==> src/rtl/cache_pkg.sv <==
// Shared constants, AXI encodings and FSM state type for the cache line refill engine.
package cache_pkg;
  localparam int CACHE_LINE_SIZE = 512;
  localparam int BEATS           = CACHE_LINE_SIZE / 32;
  localparam int OFFSET_BITS     = $clog2(CACHE_LINE_SIZE / 8);
  localparam int WORD_IDX_BITS   = $clog2(BEATS);

  localparam logic [1:0] AXI_BURST_INCR = 2'b01;
  localparam logic [1:0] AXI_RESP_OKAY  = 2'b00;

  typedef enum logic [1:0] {IDLE, AR, RECV, DONE} refill_state_t;
endpackage

==> src/rtl/refill_line_buf.sv <==
// Beat-indexed line assembly buffer; one word written per cycle, whole line read flat.
// No reset: contents are only consumed once every slot of the burst has been written.
module refill_line_buf #(
  parameter int DATA_WIDTH = 32,
  parameter int BEATS      = cache_pkg::BEATS,
  parameter int IDX_W      = $clog2(BEATS)
) (
  input  logic                          clk,
  input  logic                          we_i,
  input  logic [IDX_W-1:0]              idx_i,
  input  logic [DATA_WIDTH-1:0]         wdata_i,
  output logic [BEATS*DATA_WIDTH-1:0]   line_o
);
  logic [DATA_WIDTH-1:0] mem_q [BEATS];

  always_ff @(posedge clk) begin
    if (we_i) mem_q[idx_i] <= wdata_i;
  end

  for (genvar k = 0; k < BEATS; k++) begin : g_flat
    assign line_o[k*DATA_WIDTH +: DATA_WIDTH] = mem_q[k];
  end
endmodule

==> src/rtl/cache_line_refill.sv <==
// Miss refill engine: one INCR burst per accepted miss, beats assembled into a line,
// critical word forwarded one cycle after its beat. Outputs depend on state/registers only.
module cache_line_refill
  import cache_pkg::*;
#(
  parameter int DATA_WIDTH      = 32,
  parameter int Cache_line_size = CACHE_LINE_SIZE,
  parameter int ADDR_WIDTH      = 32
) (
  input  logic                       clk,
  input  logic                       reset,
  input  logic                       miss_req,
  input  logic [ADDR_WIDTH-1:0]      miss_addr,
  output logic                       miss_ready,
  output logic                       ar_valid,
  input  logic                       ar_ready,
  output logic [ADDR_WIDTH-1:0]      ar_addr,
  output logic [7:0]                 ar_len,
  output logic [2:0]                 ar_size,
  output logic [1:0]                 ar_burst,
  input  logic                       r_valid,
  output logic                       r_ready,
  input  logic [DATA_WIDTH-1:0]      r_data,
  input  logic                       r_last,
  input  logic [1:0]                 r_resp,
  output logic                       crit_valid,
  output logic [DATA_WIDTH-1:0]      crit_data,
  output logic                       line_valid,
  input  logic                       line_ack,
  output logic [Cache_line_size-1:0] line_data,
  output logic [ADDR_WIDTH-1:0]      line_addr,
  output logic                       line_err
);
  localparam int NBEATS = Cache_line_size / DATA_WIDTH;
  localparam int IDX_W  = $clog2(NBEATS);
  localparam int OFF_W  = $clog2(Cache_line_size / 8);
  localparam int SIZE_W = $clog2(DATA_WIDTH / 8);
  localparam logic [IDX_W-1:0] LAST_IDX = IDX_W'(NBEATS - 1);

  refill_state_t               state_q, state_d;
  logic [ADDR_WIDTH-1:0]       addr_q, addr_d;
  logic [IDX_W-1:0]            crit_idx_q, crit_idx_d;
  logic [IDX_W-1:0]            beat_q, beat_d;
  logic                        err_q, err_d;
  logic                        crit_vld_q, crit_vld_d;
  logic [DATA_WIDTH-1:0]       crit_data_q, crit_data_d;
  logic                        buf_we;
  logic [Cache_line_size-1:0]  buf_line;
  logic                        unused_addr_lsbs;

  // Byte-within-word bits never matter for a whole-word refill.
  assign unused_addr_lsbs = ^miss_addr[SIZE_W-1:0];

  always_comb begin
    state_d     = state_q;
    addr_d      = addr_q;
    crit_idx_d  = crit_idx_q;
    beat_d      = beat_q;
    err_d       = err_q;
    crit_vld_d  = 1'b0;
    crit_data_d = crit_data_q;
    buf_we      = 1'b0;
    case (state_q)
      IDLE: begin
        if (miss_req) begin
          addr_d     = {miss_addr[ADDR_WIDTH-1:OFF_W], {OFF_W{1'b0}}};
          crit_idx_d = miss_addr[OFF_W-1:SIZE_W];
          beat_d     = '0;
          err_d      = 1'b0;
          state_d    = AR;
        end
      end
      AR: begin
        if (ar_ready) state_d = RECV;
      end
      RECV: begin
        if (r_valid) begin
          buf_we = 1'b1;
          if (r_resp != AXI_RESP_OKAY) err_d = 1'b1;
          if (beat_q == crit_idx_q) begin
            crit_vld_d  = 1'b1;
            crit_data_d = r_data;
          end
          // The beat count, not r_last, decides completion; a misplaced r_last only flags the line.
          if (beat_q == LAST_IDX) begin
            if (!r_last) err_d = 1'b1;
            state_d = DONE;
          end else begin
            if (r_last) err_d = 1'b1;
            beat_d = beat_q + 1'b1;
          end
        end
      end
      DONE: begin
        if (line_ack) state_d = IDLE;
      end
      default: state_d = IDLE;
    endcase
  end

  always_ff @(posedge clk or posedge reset) begin
    if (reset) begin
      state_q     <= IDLE;
      addr_q      <= '0;
      crit_idx_q  <= '0;
      beat_q      <= '0;
      err_q       <= 1'b0;
      crit_vld_q  <= 1'b0;
      crit_data_q <= '0;
    end else begin
      state_q     <= state_d;
      addr_q      <= addr_d;
      crit_idx_q  <= crit_idx_d;
      beat_q      <= beat_d;
      err_q       <= err_d;
      crit_vld_q  <= crit_vld_d;
      crit_data_q <= crit_data_d;
    end
  end

  refill_line_buf #(
    .DATA_WIDTH (DATA_WIDTH),
    .BEATS      (NBEATS),
    .IDX_W      (IDX_W)
  ) u_line_buf (
    .clk     (clk),
    .we_i    (buf_we),
    .idx_i   (beat_q),
    .wdata_i (r_data),
    .line_o  (buf_line)
  );

  assign miss_ready = (state_q == IDLE);
  assign ar_valid   = (state_q == AR);
  assign r_ready    = (state_q == RECV);
  assign line_valid = (state_q == DONE);
  assign line_err   = (state_q == DONE) && err_q;
  assign ar_addr    = addr_q;
  assign line_addr  = addr_q;
  // Buffer has no reset, so the line is masked to zero outside DONE.
  assign line_data  = (state_q == DONE) ? buf_line : '0;
  assign crit_valid = crit_vld_q;
  assign crit_data  = crit_data_q;
  assign ar_len     = 8'(NBEATS - 1);
  assign ar_size    = 3'(SIZE_W);
  assign ar_burst   = AXI_BURST_INCR;
endmodule

==> config.mk <==
export PLATFORM = sky130hd
export DESIGN_NAME = cache_line_refill
export DESIGN_NICKNAME = d
export VERILOG_FILES = /design/src/rtl/cache_pkg.sv /design/src/rtl/refill_line_buf.sv /design/src/rtl/cache_line_refill.sv
export SDC_FILE = /design/constraint.sdc
export NUM_CORES = 1
export LEC_CHECK = 0
export ABC_AREA = 0
export BUFFER_PORTS_ARGS = -buffer_cell sky130_fd_sc_hd__buf_2
export CAP_MARGIN = 20
export CORE_AREA = 2 2 272 274
export CTS_CLUSTER_SIZE = 20
export DETAILED_ROUTE_END_ITERATION = 16
export DIE_AREA = 0 0 274 276
export HOLD_SLACK_MARGIN = 0.05
export PLACE_DENSITY = 0.54
export SLEW_MARGIN = 20
export SYNTH_ARGS = -nofsm -noshare
export SYNTH_HDL_FRONTEND = slang
export SYNTH_SLANG_ARGS = --single-unit
==> constraint.sdc <==
create_clock -name clk -period 6.92 [get_ports clk]
set_input_delay 1.384 -clock clk [delete_from_list [all_inputs] [get_ports clk]]
set_output_delay 1.384 -clock clk [all_outputs]
set_load 0.01 [all_outputs]
==> flow_summary.json, run 1 <==
{
  "avgRoutedWirePerCell_microns": 22.0,
  "ios": 700,
  "htreeDepth": 3,
  "cts_tree": "built",
  "route.detailed.vias_per_inst": 4.33,
  "yosysTopAreaCell": "edfxtp_1",
  "post-route-drc-count": 0,
  "slew_headroom_pct": 26.6,
  "status": "completed",
  "grt_setup_unrepaired": "false",
  "postRouteAntennaNets": 0,
  "synth_top_area_share_pct": 68.7,
  "initial_core_util_pct": 30.8,
  "yosys_warnings": 0,
  "antenna_cells": 0,
  "clkTransAtPathRegs_ns": 0.06,
  "antenna_found_initial": 0,
  "drive_above_1_share_pct": 41.9,
  "rr_startpoint": "state_q[0]",
  "setup_viol": 0,
  "synth_compound_area_share_pct": 0.391,
  "power_w": 0.0111,
  "clock_path_buffers": 3,
  "synthArstFlopShare_pct": 12.0,
  "reg2reg_slack_ns": 4.06,
  "cts.repair.resized": 0,
  "syn_area_sq_um": 22400,
  "regArea_sq_um": 17100,
  "synth-main-ff-cell": "edfxtp_1",
  "drtPass1Iterations": 4,
  "numPortBuffers": 672,
  "dieArea_sq_um": 75600,
  "synth_seq_area_share_pct": 76.5,
  "hold_start": "crit_data[31]",
  "hpwl_microns": 43500,
  "cts_setup_buffers": 0,
  "finalWirelength_microns": 66600,
  "power.static_leakage_nw": 12.1,
  "synth_top_family_by_area": "simple AND/OR/NAND/NOR gates",
  "end_kind": "output pin",
  "synth_enable_flop_cells": 512,
  "hold_viol": 0,
  "setup_tns_ns": 0,
  "worstHoldPathType": "reg -> reg",
  "syn2layout_area_growth_pct": 28.1,
  "critPathArrivalTime_ns": 2.42,
  "synth_xor_area_share_pct": 0.263,
  "synth_seq_cells": 582,
  "vias": 13087,
  "muxShareOfSynthArea_pct": 3.67,
  "core_area_sq_um": 72600,
  "holdPathStages": 1,
  "irDropWorstVdd_uv": 288,
  "wl_met3_microns": 4660,
  "synth_cells": 1352,
  "post_synth.cell_area_avg_sq_um": 16.6,
  "crit_path_start_kind": "flip-flop",
  "die_width_microns": 274,
  "maxCapViolations": 0,
  "wl_met1_microns": 26500,
  "fin_util_pct": 39.5,
  "synth_cell_type_count": 35,
  "worst_pin_slew_ns": 1.10,
  "grt_pass1_wl_microns": 94200,
  "place_congestion": 0.769,
  "cts_root_buffer": "clkbuf_16",
  "finalMaxSlewViolations": 0,
  "synth-adder-area-share_pct": 0.503,
  "fill_cells": 6930,
  "skew_ns": 0.0251,
  "timing.rr.end": "u_line_buf.mem_q[7][10]",
  "worst-endpoint-required_ns": 5.54,
  "rows": 99,
  "drt_iter0_markers": 793,
  "grt_pass1_vias": 13407,
  "grt_remaining_overflow": 0,
  "synth_area_leaders": "edfxtp_1, and2_1, dfrtp_1, mux2_4, buf_4",
  "fmaxAchievable_ghz": 0.263,
  "grt_use_total_pct": 17.2,
  "yosys.area_share.simple_pct": 15.4,
  "min_period_ns": 3.81,
  "clk_latency_ns": 0.60,
  "die_h_microns": 276,
  "critPathKind": "reg -> out",
  "grt_max_degree": 268,
  "worstHoldEndpoint": "crit_data[31]",
  "holdBufCountCts": 0,
  "wl_met2_microns": 33400,
  "r2r_cells": 6,
  "layout.nets": 2094,
  "top_layer_used": "met4",
  "period_share_pct": 55.0,
  "clock_sinks": 582,
  "cp_max_fo": 267,
  "multi_input_area_sq_um": 4660,
  "cellPowerDensity_nw_per_um2": 386,
  "cts_buffers": 66
}
-- per-stage QoR --
stage | hold slack, ns | instance area, sq um | setup WS (ns) | instances
CTS | 0.506 | 28700 | 3.11 | 3025
finish | 0.505 | 28700 | 3.11 | 3025
global placement | 0.490 | 26500 | 3.43 | 2903
floorplan | 0.466 | 22500 | 3.59 | 1375
detailed placement | 0.487 | 26500 | 3.30 | 2903
global route | 0.520 | 28700 | 2.99 | 3025
-- power by group --
group	internal, W	total (W)	leakage (nW)	switching (W)
Clock	0.00206	0.00348	1.05	0.00142
Sequential	0.00412	0.00428	5.48	0.000164
Combinational	0.00139	0.00332	5.54	0.00192
Total	0.00757	0.0111	12.1	0.00351
-- cells in the mapped netlist, types with 2 or more instances --
cell type  instances
and2_1           528
edfxtp_1         512
dfrtp_1           70
clkbuf_1          57
buf_4             51
mux2_2            33
mux2_4            30
ha_1               9
inv_1              8
a21oi_1            5
nand2_1            5
nand2b_1           4
o21ai_0            4
buf_12             3
nand3_1            3
nor2_1             3
xnor2_1            3
buf_2              2
buf_6              2
conb_1             2
nor3_1             2
nor3b_1            2
xnor2_2            2
-- worst max path at each step --
| stage | from | to | slack, ns | cells after the start |
|---|---|---|---|---|
| 6_report | state_q[1] | line_data[52] | 3.11 | 4 |
| 5_1_grt | state_q[1] | line_data[368] | 2.99 | 4 |
| 4_1_cts | state_q[1] | line_data[271] | 3.11 | 4 |
| 3_5_place_dp | r_valid | u_line_buf.mem_q[9][16] | 3.30 | 4 |
| 3_3_place_gp | r_valid | u_line_buf.mem_q[9][15] | 3.43 | 4 |
| 2_1_floorplan | r_valid | u_line_buf.mem_q[15][0] | 3.59 | 2 |
-- registers in the layout (all words and copies together) (netlist names) --
register,count
err_q,1
u_line_buf.mem_q,512
crit_valid,1
beat_q,4
crit_data,32
crit_idx_q,4
ar_addr,26
state_q,2
-- cell type report --
type	count	share of cell area, %
clock buffer	94	6.56
clock inverter	28	0.990
inverter	8	0.109
multi-input combinational	668	16.3
sequential	582	59.7
tap	959	4.18
timing repair buffer	686	12.2
-- cell families after synthesis --
kind of cell	count (synthesis)
compound gates	14
mux	63
buf+inv	125
xor+xnor	5
simple gates	552
other cells	2
flops	582
fa+ha+maj	9
-- critical path, stage by stage, from the launching register on --
cell     delay, ns
dfrtp_1       0.45
ha_4          0.20
buf_12        0.42
and2_1        0.26
buf_2         0.14
-- metal layers --
layer / GRT usage [%] / up-vias
li1: - / 5928
met1: 20.6 / 6529
met2: 29.8 / 516
met3: 4.23 / 114
met4: 6.45 / 0
met5: 0 / -
-- layout by cell type, fill, tap and decap left out, types with 8 or more instances in the layout --
master and n:
edfxtp_1 512, buf_2 672, mux2_4 30, dfrtp_1 70, mux2_2 33, and2_2 11, ha_1 8, clkinv_1 10
and2_1 513, clkbuf_16 69, conb_1 25, buf_4 12, clkbuf_1 19
(Power assumes the default switching activity.)
==> run 2, diff against run 1 <==
--- a/config.mk
+++ b/config.mk
@@ -5,13 +5,13 @@
 export SDC_FILE = /design/constraint.sdc
 export NUM_CORES = 1
 export LEC_CHECK = 0
-export ABC_AREA = 0
+export ABC_AREA = 1
 export BUFFER_PORTS_ARGS = -buffer_cell sky130_fd_sc_hd__buf_2
 export CAP_MARGIN = 20
-export CORE_AREA = 2 2 272 274
+export CORE_AREA = 2 2 276 278
 export CTS_CLUSTER_SIZE = 20
 export DETAILED_ROUTE_END_ITERATION = 16
-export DIE_AREA = 0 0 274 276
+export DIE_AREA = 0 0 278 280
 export HOLD_SLACK_MARGIN = 0.05
 export PLACE_DENSITY = 0.54
 export SLEW_MARGIN = 20
==> constraint.sdc (replaced) <==
create_clock -name clk -period 3.8 [get_ports clk]
set_input_delay 0.76 -clock clk [delete_from_list [all_inputs] [get_ports clk]]
set_output_delay 0.76 -clock clk [all_outputs]
set_load 0.01 [all_outputs]
==> run 2 against run 1 <==
Non-clock buffer count up 30. Clock power grew 83%. Power rose by 74%. Sequential power increased by 78%. Hold slack got worse by 0.16 ns. Clock skew increased by 0.0055 ns. Sequential share of layout area decreased by 2.3 points. Wire length grew 8.4%. Final area grew 3.9%. Clock-buffer cell count fell by 7. Global-route usage grew 0.77 points. Sequential cell count unchanged. Largest cell class unchanged. Highest routed layer unchanged.
==> flow_summary.json, run 2 <==
{
  "synth_cell_type_count": 24,
  "final_common_cell": "buf_2",
  "cts_tree": "built",
  "syn2layout_area_growth_pct": 29.0,
  "dp_slack_ns": 0.778,
  "crit_start": "state_q[1]",
  "stdcell_count": 3694,
  "drt_iter0_markers": 948,
  "met1_usage_pct": 21.0,
  "synth_area_leaders": "edfxtp_1, nand2_1, inv_1, dfrtp_1, buf_4",
  "synth_seq_cells": 582,
  "grt_setup_unrepaired": "false",
  "sequentialPowerShare_pct": 39.6,
  "maxCapViolations": 0,
  "syn_area_sq_um": 23100,
  "htreeDepth": 3,
  "largest_reg_flops": 512,
  "period_share_pct": 87.4,
  "gr-usage-met3_pct": 3.49,
  "rows": 101,
  "worst_pin_slew_ns": 0.978,
  "power.static_leakage_nw": 16.4,
  "grt_max_degree": 77,
  "slew_headroom_pct": 34.8,
  "cts_buffers": 66,
  "synth_seq_area_share_pct": 74.1,
  "irDropWorstVdd_uv": 431,
  "grt_use_total_pct": 18.0,
  "cp_top_family": "buffers and inverters",
  "mostFrequentLayoutCells": "buf_2, nand2_1, inv_1",
  "status": "completed",
  "setup_tns_ns": 0,
  "ios": 700,
  "initial_core_util_pct": 30.7,
  "cts_setup_buffers": 0,
  "critPathKind": "reg -> out",
  "clock_sinks": 582,
  "combPwrFrac_pct": 27.3,
  "finalWirelength_microns": 72200,
  "avgRoutedWirePerCell_microns": 19.5,
  "clkTransAtPathRegs_ns": 0.06,
  "grt_pass1_wl_microns": 103000,
  "reg2reg_slack_ns": 0.98,
  "fmaxAchievable_ghz": 0.301,
  "antenna_found_initial": 1,
  "switchingPower_w": 0.00632,
  "rr_startpoint": "state_q[0]",
  "min_period_ns": 3.32,
  "grt_pass1_vias": 16133,
  "synth_enable_flop_cells": 512,
  "slowest_delay_ns": 0.62,
  "drive_above_1_share_pct": 31.9,
  "route.detailed.vias_per_inst": 4.31,
  "hold_viol": 0,
  "core_area_sq_um": 75200,
  "cp_slowest_cell": "ha_4",
  "synthArstFlopShare_pct": 12.0,
  "finalMaxSlewViolations": 0,
  "critPathArrivalTime_ns": 2.56,
  "timing.rr.end": "u_line_buf.mem_q[14][15]",
  "cellPowerDensity_nw_per_um2": 645,
  "power.internal_w": 0.0129,
  "numPortBuffers": 672,
  "dp.cells": 3574,
  "dieArea_sq_um": 77800,
  "skew_ns": 0.0306,
  "setup_viol": 0,
  "p_clk_share_pct": 33.1,
  "clock_path_buffers": 3,
  "crit_buf_inv": 3,
  "clk_latency_ns": 0.60,
  "holdBufCountCts": 0,
  "postRouteAntennaNets": 0,
  "power_w": 0.0192,
  "r2r_cells": 7,
  "die_width_microns": 278,
  "hpwl_microns": 49500,
  "finalWorstSetupSlack_ns": 0.478,
  "yosys_warnings": 0,
  "top_usage_layer": "met2",
  "die_h_microns": 280,
  "grt_remaining_overflow": 0,
  "synth_top_area_share_pct": 66.5,
  "cts.repair.resized": 0,
  "synth-main-ff-cell": "edfxtp_1",
  "place_congestion": 0.808,
  "cp_max_fo": 40,
  "antenna_cells": 0,
  "hold-worst-slack_ns": 0.347,
  "post_synth.cell_area_avg_sq_um": 11.7,
  "crit_path_start_kind": "flip-flop",
  "regMostFlops": "u_line_buf.mem_q",
  "vias": 15921,
  "yosysTopAreaCell": "edfxtp_1",
  "worstHoldPathType": "in -> async",
  "end_kind": "output pin",
  "layout.nets": 2746,
  "p_sw_share_pct": 32.9,
  "worst-endpoint-required_ns": 3.04,
  "crit_chain": "ha_4 > buf_4 > nand2_1 > inv_1 > buf_2",
  "drtPass1Iterations": 5,
  "cts_root_buffer": "clkbuf_16",
  "post-route-drc-count": 0,
  "synth_most_common_cell": "nand2_1",
  "grt_use_met2_pct": 32.9,
  "synth_common_cells": "nand2_1, inv_1, edfxtp_1",
  "synth_cells": 1983
}
[run 2: changes by cell type in the layout (fill, tap and decap cells not counted), sizes merged, moves of 5 or more]
cell,before,now
inv,11,534
xnor2,5,0
mux2,63,26
nor2,4,28
nand2,5,625
buf,686,716
clkbuf,94,87
nand4,2,33
and2,528,0
[run 2: cell families after synthesis]
group                      after synthesis  synth area share [%]
muxes                                   26                  1.27
other                                    2                0.0325
DFF                                    582                  74.1
and+or+nand+nor                        696                  11.9
buffers and inverters                  657                  12.0
AOI/OAI and AO/OA                       11                 0.238
adders and majority gates                9                 0.487
[run 2: power groups by stage]
stage	Clock [W]	Sequential, W	Combinational [W]
detailed placement	0	0.00775	0.00533
global route	0.00676	0.00766	0.00575
finish	0.00636	0.00762	0.00525
floorplan	0	0.00782	0.00294
CTS	0.00652	0.00763	0.00534
global placement	0	0.00773	0.00531
[run 2: worst register-to-register path: cells and delay by family (launching register included)]
family | cells | cell delay [ns]
fa+ha+maj | 1 | 0.18
buf+inv | 3 | 0.75
flops | 1 | 0.43
simple gates | 3 | 1.14
[run 2: layout make-up]
type | instances | area (sq um)
clock buffers | 87 | 1790
well taps | 978 | 1220
multi-input cells | 767 | 3440
fillers | 7356 | 45400
flip-flops and latches | 582 | 17100
repair buffers | 716 | 3870
clock inverters | 33 | 370
inverters | 531 | 1990
[run 2: how the worst max path moves through the flow]
| stage | to | slack, ns | cells after the start |
|---|---|---|---|
| after floorplan | u_line_buf.mem_q[0][0] | 0.95 | 4 |
| after global placement | u_line_buf.mem_q[2][16] | 0.86 | 6 |
| after detailed placement | u_line_buf.mem_q[14][17] | 0.78 | 6 |
| after CTS | line_data[350] | 0.43 | 5 |
| after global routing | line_data[350] | 0.32 | 5 |
| final | line_data[350] | 0.48 | 5 |
[run 2: per-stage QoR]
step | cell area, sq um | util [%]
floorplan | 23200 | -
global placement | 27600 | 36.8
detailed placement | 27600 | 36.8
CTS | 29800 | 39.6
global route | 29800 | 39.6
finish | 29800 | 39.6
[run 2: metal layers]
layer	routed length [microns]	vias to the layer above
met3	4370	115
li1	-	7355
met5	0	-
met1	28300	7811
met2	37700	640
met4	1850	0
==> run 3, diff against run 2 <==
--- a/config.mk
+++ b/config.mk
@@ -13,8 +13,8 @@
 export DETAILED_ROUTE_END_ITERATION = 16
 export DIE_AREA = 0 0 278 280
 export HOLD_SLACK_MARGIN = 0.05
-export PLACE_DENSITY = 0.54
 export SLEW_MARGIN = 20
 export SYNTH_ARGS = -nofsm -noshare
 export SYNTH_HDL_FRONTEND = slang
+export SYNTH_HIERARCHICAL = 1
 export SYNTH_SLANG_ARGS = --single-unit
==> run 3 against run 2 <==
Core utilization decreased by 0.29 points. Sequential cell count stayed put. Worst setup slack about the same. Clock skew fell by 0.020 ns. Critical endpoint is now line_data[363].
==> flow_summary.json, run 3 <==
{
  "status": "completed",
  "numPortBuffers": 672,
  "cts_setup_buffers": 0,
  "irDropWorstVdd_uv": 515,
  "drive_above_1_share_pct": 31.6,
  "vias": 15435,
  "post-route-drc-count": 0,
  "core_area_sq_um": 75200,
  "fin_util_pct": 39.4,
  "finalMaxSlewViolations": 0,
  "critPathArrivalTime_ns": 2.56,
  "route.detailed.vias_per_inst": 4.18,
  "period_share_pct": 87.4,
  "cp_slowest_cell": "ha_4",
  "finalWorstSetupSlack_ns": 0.479,
  "clkTransAtPathRegs_ns": 0.06,
  "regArea_sq_um": 17100,
  "critPathKind": "reg -> out",
  "drt_iter0_markers": 972,
  "grt_setup_unrepaired": "false",
  "rr_startpoint": "state_q[0]",
  "synth_common_cells": "nand2_1, inv_1, edfxtp_1",
  "crit_path_start_kind": "flip-flop",
  "clk_latency_ns": 0.60,
  "synth_top_area_share_pct": 66.6,
  "multi_input_area_sq_um": 3410,
  "cp_top_family": "adder cells",
  "synth_area_leaders": "edfxtp_1, nand2_1, inv_1, dfrtp_1, buf_4",
  "grt_remaining_overflow": 0,
  "regMostFlops": "u_line_buf/mem_q",
  "synth_most_common_cell": "nand2_1",
  "setup_tns_ns": 0,
  "grt_pass1_vias": 15029,
  "worstHoldPathType": "in -> async",
  "synth_seq_area_share_pct": 74.1,
  "die_h_microns": 280,
  "grt_pass1_wl_microns": 97700,
  "finalWirelength_microns": 69200,
  "post_synth.cell_area_avg_sq_um": 11.7,
  "slew_headroom_pct": 44.4,
  "synth-main-ff-cell": "edfxtp_1",
  "sequentialPowerShare_pct": 40.8,
  "antenna_found_initial": 2,
  "fill_cells": 7429,
  "power.internal_w": 0.0126,
  "worst_pin_slew_ns": 0.831,
  "ios": 700,
  "reg2reg_slack_ns": 0.93,
  "worst-endpoint-required_ns": 3.04,
  "cts.repair.resized": 0,
  "postRouteAntennaNets": 0,
  "avgRoutedWirePerCell_microns": 18.7,
  "synthArstFlopShare_pct": 12.0,
  "grt_use_total_pct": 17.2,
  "dieArea_sq_um": 77800,
  "grt_max_degree": 58,
  "slowest_delay_ns": 0.70,
  "syn2layout_area_growth_pct": 28.1,
  "p_clk_share_pct": 30.4,
  "drtPass1Iterations": 5,
  "rows": 101,
  "switchingPower_w": 0.00619,
  "clock_sinks": 582,
  "largest_reg_flops": 512,
  "synth_cell_type_count": 27,
  "r2r_cells": 7,
  "setup_viol": 0,
  "hpwl_microns": 48000,
  "final_common_cell": "buf_2",
  "cts_tree": "built",
  "dp_slack_ns": 0.748,
  "syn_area_sq_um": 23100,
  "clock_path_buffers": 3,
  "place_congestion": 0.793,
  "power.static_leakage_nw": 16.3,
  "htreeDepth": 2,
  "timing.rr.end": "u_line_buf/mem_q[7][9]",
  "holdBufCountCts": 0,
  "p_sw_share_pct": 32.9,
  "maxCapViolations": 0,
  "initial_core_util_pct": 30.7,
  "hold_viol": 0,
  "crit_buf_inv": 3,
  "cp_max_fo": 41,
  "yosys_warnings": 6,
  "mostFrequentLayoutCells": "buf_2, nand2_1, inv_1",
  "crit_chain": "ha_4 > buf_4 > nand2_1 > inv_1 > buf_2",
  "end_kind": "output pin",
  "synth_seq_cells": 582,
  "skew_ns": 0.0105,
  "yosysTopAreaCell": "edfxtp_1",
  "layout.nets": 2740,
  "fmaxAchievable_ghz": 0.301,
  "min_period_ns": 3.32,
  "cellPowerDensity_nw_per_um2": 636,
  "combPwrFrac_pct": 28.7,
  "cts_root_buffer": "clkbuf_16",
  "die_width_microns": 278,
  "synth_enable_flop_cells": 512,
  "cts_buffers": 59,
  "synth_cells": 1978
}
==> run 3: logic make-up (layout without fill, tap and decap cells) <==
group                      after synthesis  count (layout)  synth area share, %
buffers and inverters                  660            1370                 12.0
adders and majority gates                6               6                0.325
AOI/OAI and AO/OA                       10              10                0.217
muxes                                   26              26                 1.27
and+or+nand+nor                        689             689                 11.8
xor gates and xnor gates                 3               3                0.114
DFF                                    582             582                 74.1
other                                    2              28               0.0325
==> run 3: area by class of cell <==
| class | instances | share of cell area, % |
|---|---|---|
| diodes | 3 | 0.0254 |
| multi-input cells | 759 | 11.5 |
| inverters | 537 | 6.82 |
| clock buffers | 74 | 5.32 |
| well taps | 978 | 4.13 |
| flip-flops and latches | 582 | 57.9 |
| repair buffers | 722 | 13.2 |
| clock inverters | 37 | 1.09 |
==> run 3: worst max path at each step <==
stage,start,end,slack (ns),cells past startpoint
6_report,state_q[1],line_data[363],0.48,5
5_1_grt,state_q[1],line_data[428],0.27,5
4_1_cts,state_q[1],line_data[363],0.41,5
3_5_place_dp,r_valid,u_line_buf/mem_q[7][10],0.75,6
3_3_place_gp,r_valid,u_line_buf/mem_q[14][9],0.76,6
2_1_floorplan,r_valid,u_line_buf/mem_q[4][0],0.71,5
==> run 3: per-layer routing <==
layer  wire [microns]  track usage [%]  share of wire (%)  vias up
li1                 -                -                  -     7334
met1            27800             20.4                 40     7389
met2            35700             31.3                 52      599
met3             3960             3.41                5.7      113
met4             1690             5.05                2.4        0
met5                0                0                  0        -
==> run 3: power groups by stage <==
stage | logic, W | clock network [W] | registers [W]
floorplan | 0.00301 | 0 | 0.00788
global placement | 0.00546 | 0 | 0.00780
detailed placement | 0.00548 | 0 | 0.00780
CTS | 0.00549 | 0.00584 | 0.00769
global route | 0.00596 | 0.00611 | 0.00773
finish | 0.00541 | 0.00572 | 0.00768
==> run 3: worst reg2reg max path, stage by stage (launching register included) <==
cell     delay (ns)
dfrtp_1        0.44
inv_1          0.13
ha_1           0.20
nand2_1        0.07
inv_2          0.38
nand3_1        0.45
nor2_4         0.59
buf_12         0.28
==> run 3: stage by stage <==
stage	hold slack [ns]	power, W	cells	area [sq um]
after floorplan	0.506	0.0109	2001	23200
after global placement	0.450	0.0133	3578	27700
after detailed placement	0.453	0.0133	3578	27700
after CTS	0.341	0.0190	3689	29600
after global routing	0.317	0.0198	3689	29600
final	0.303	0.0188	3692	29600
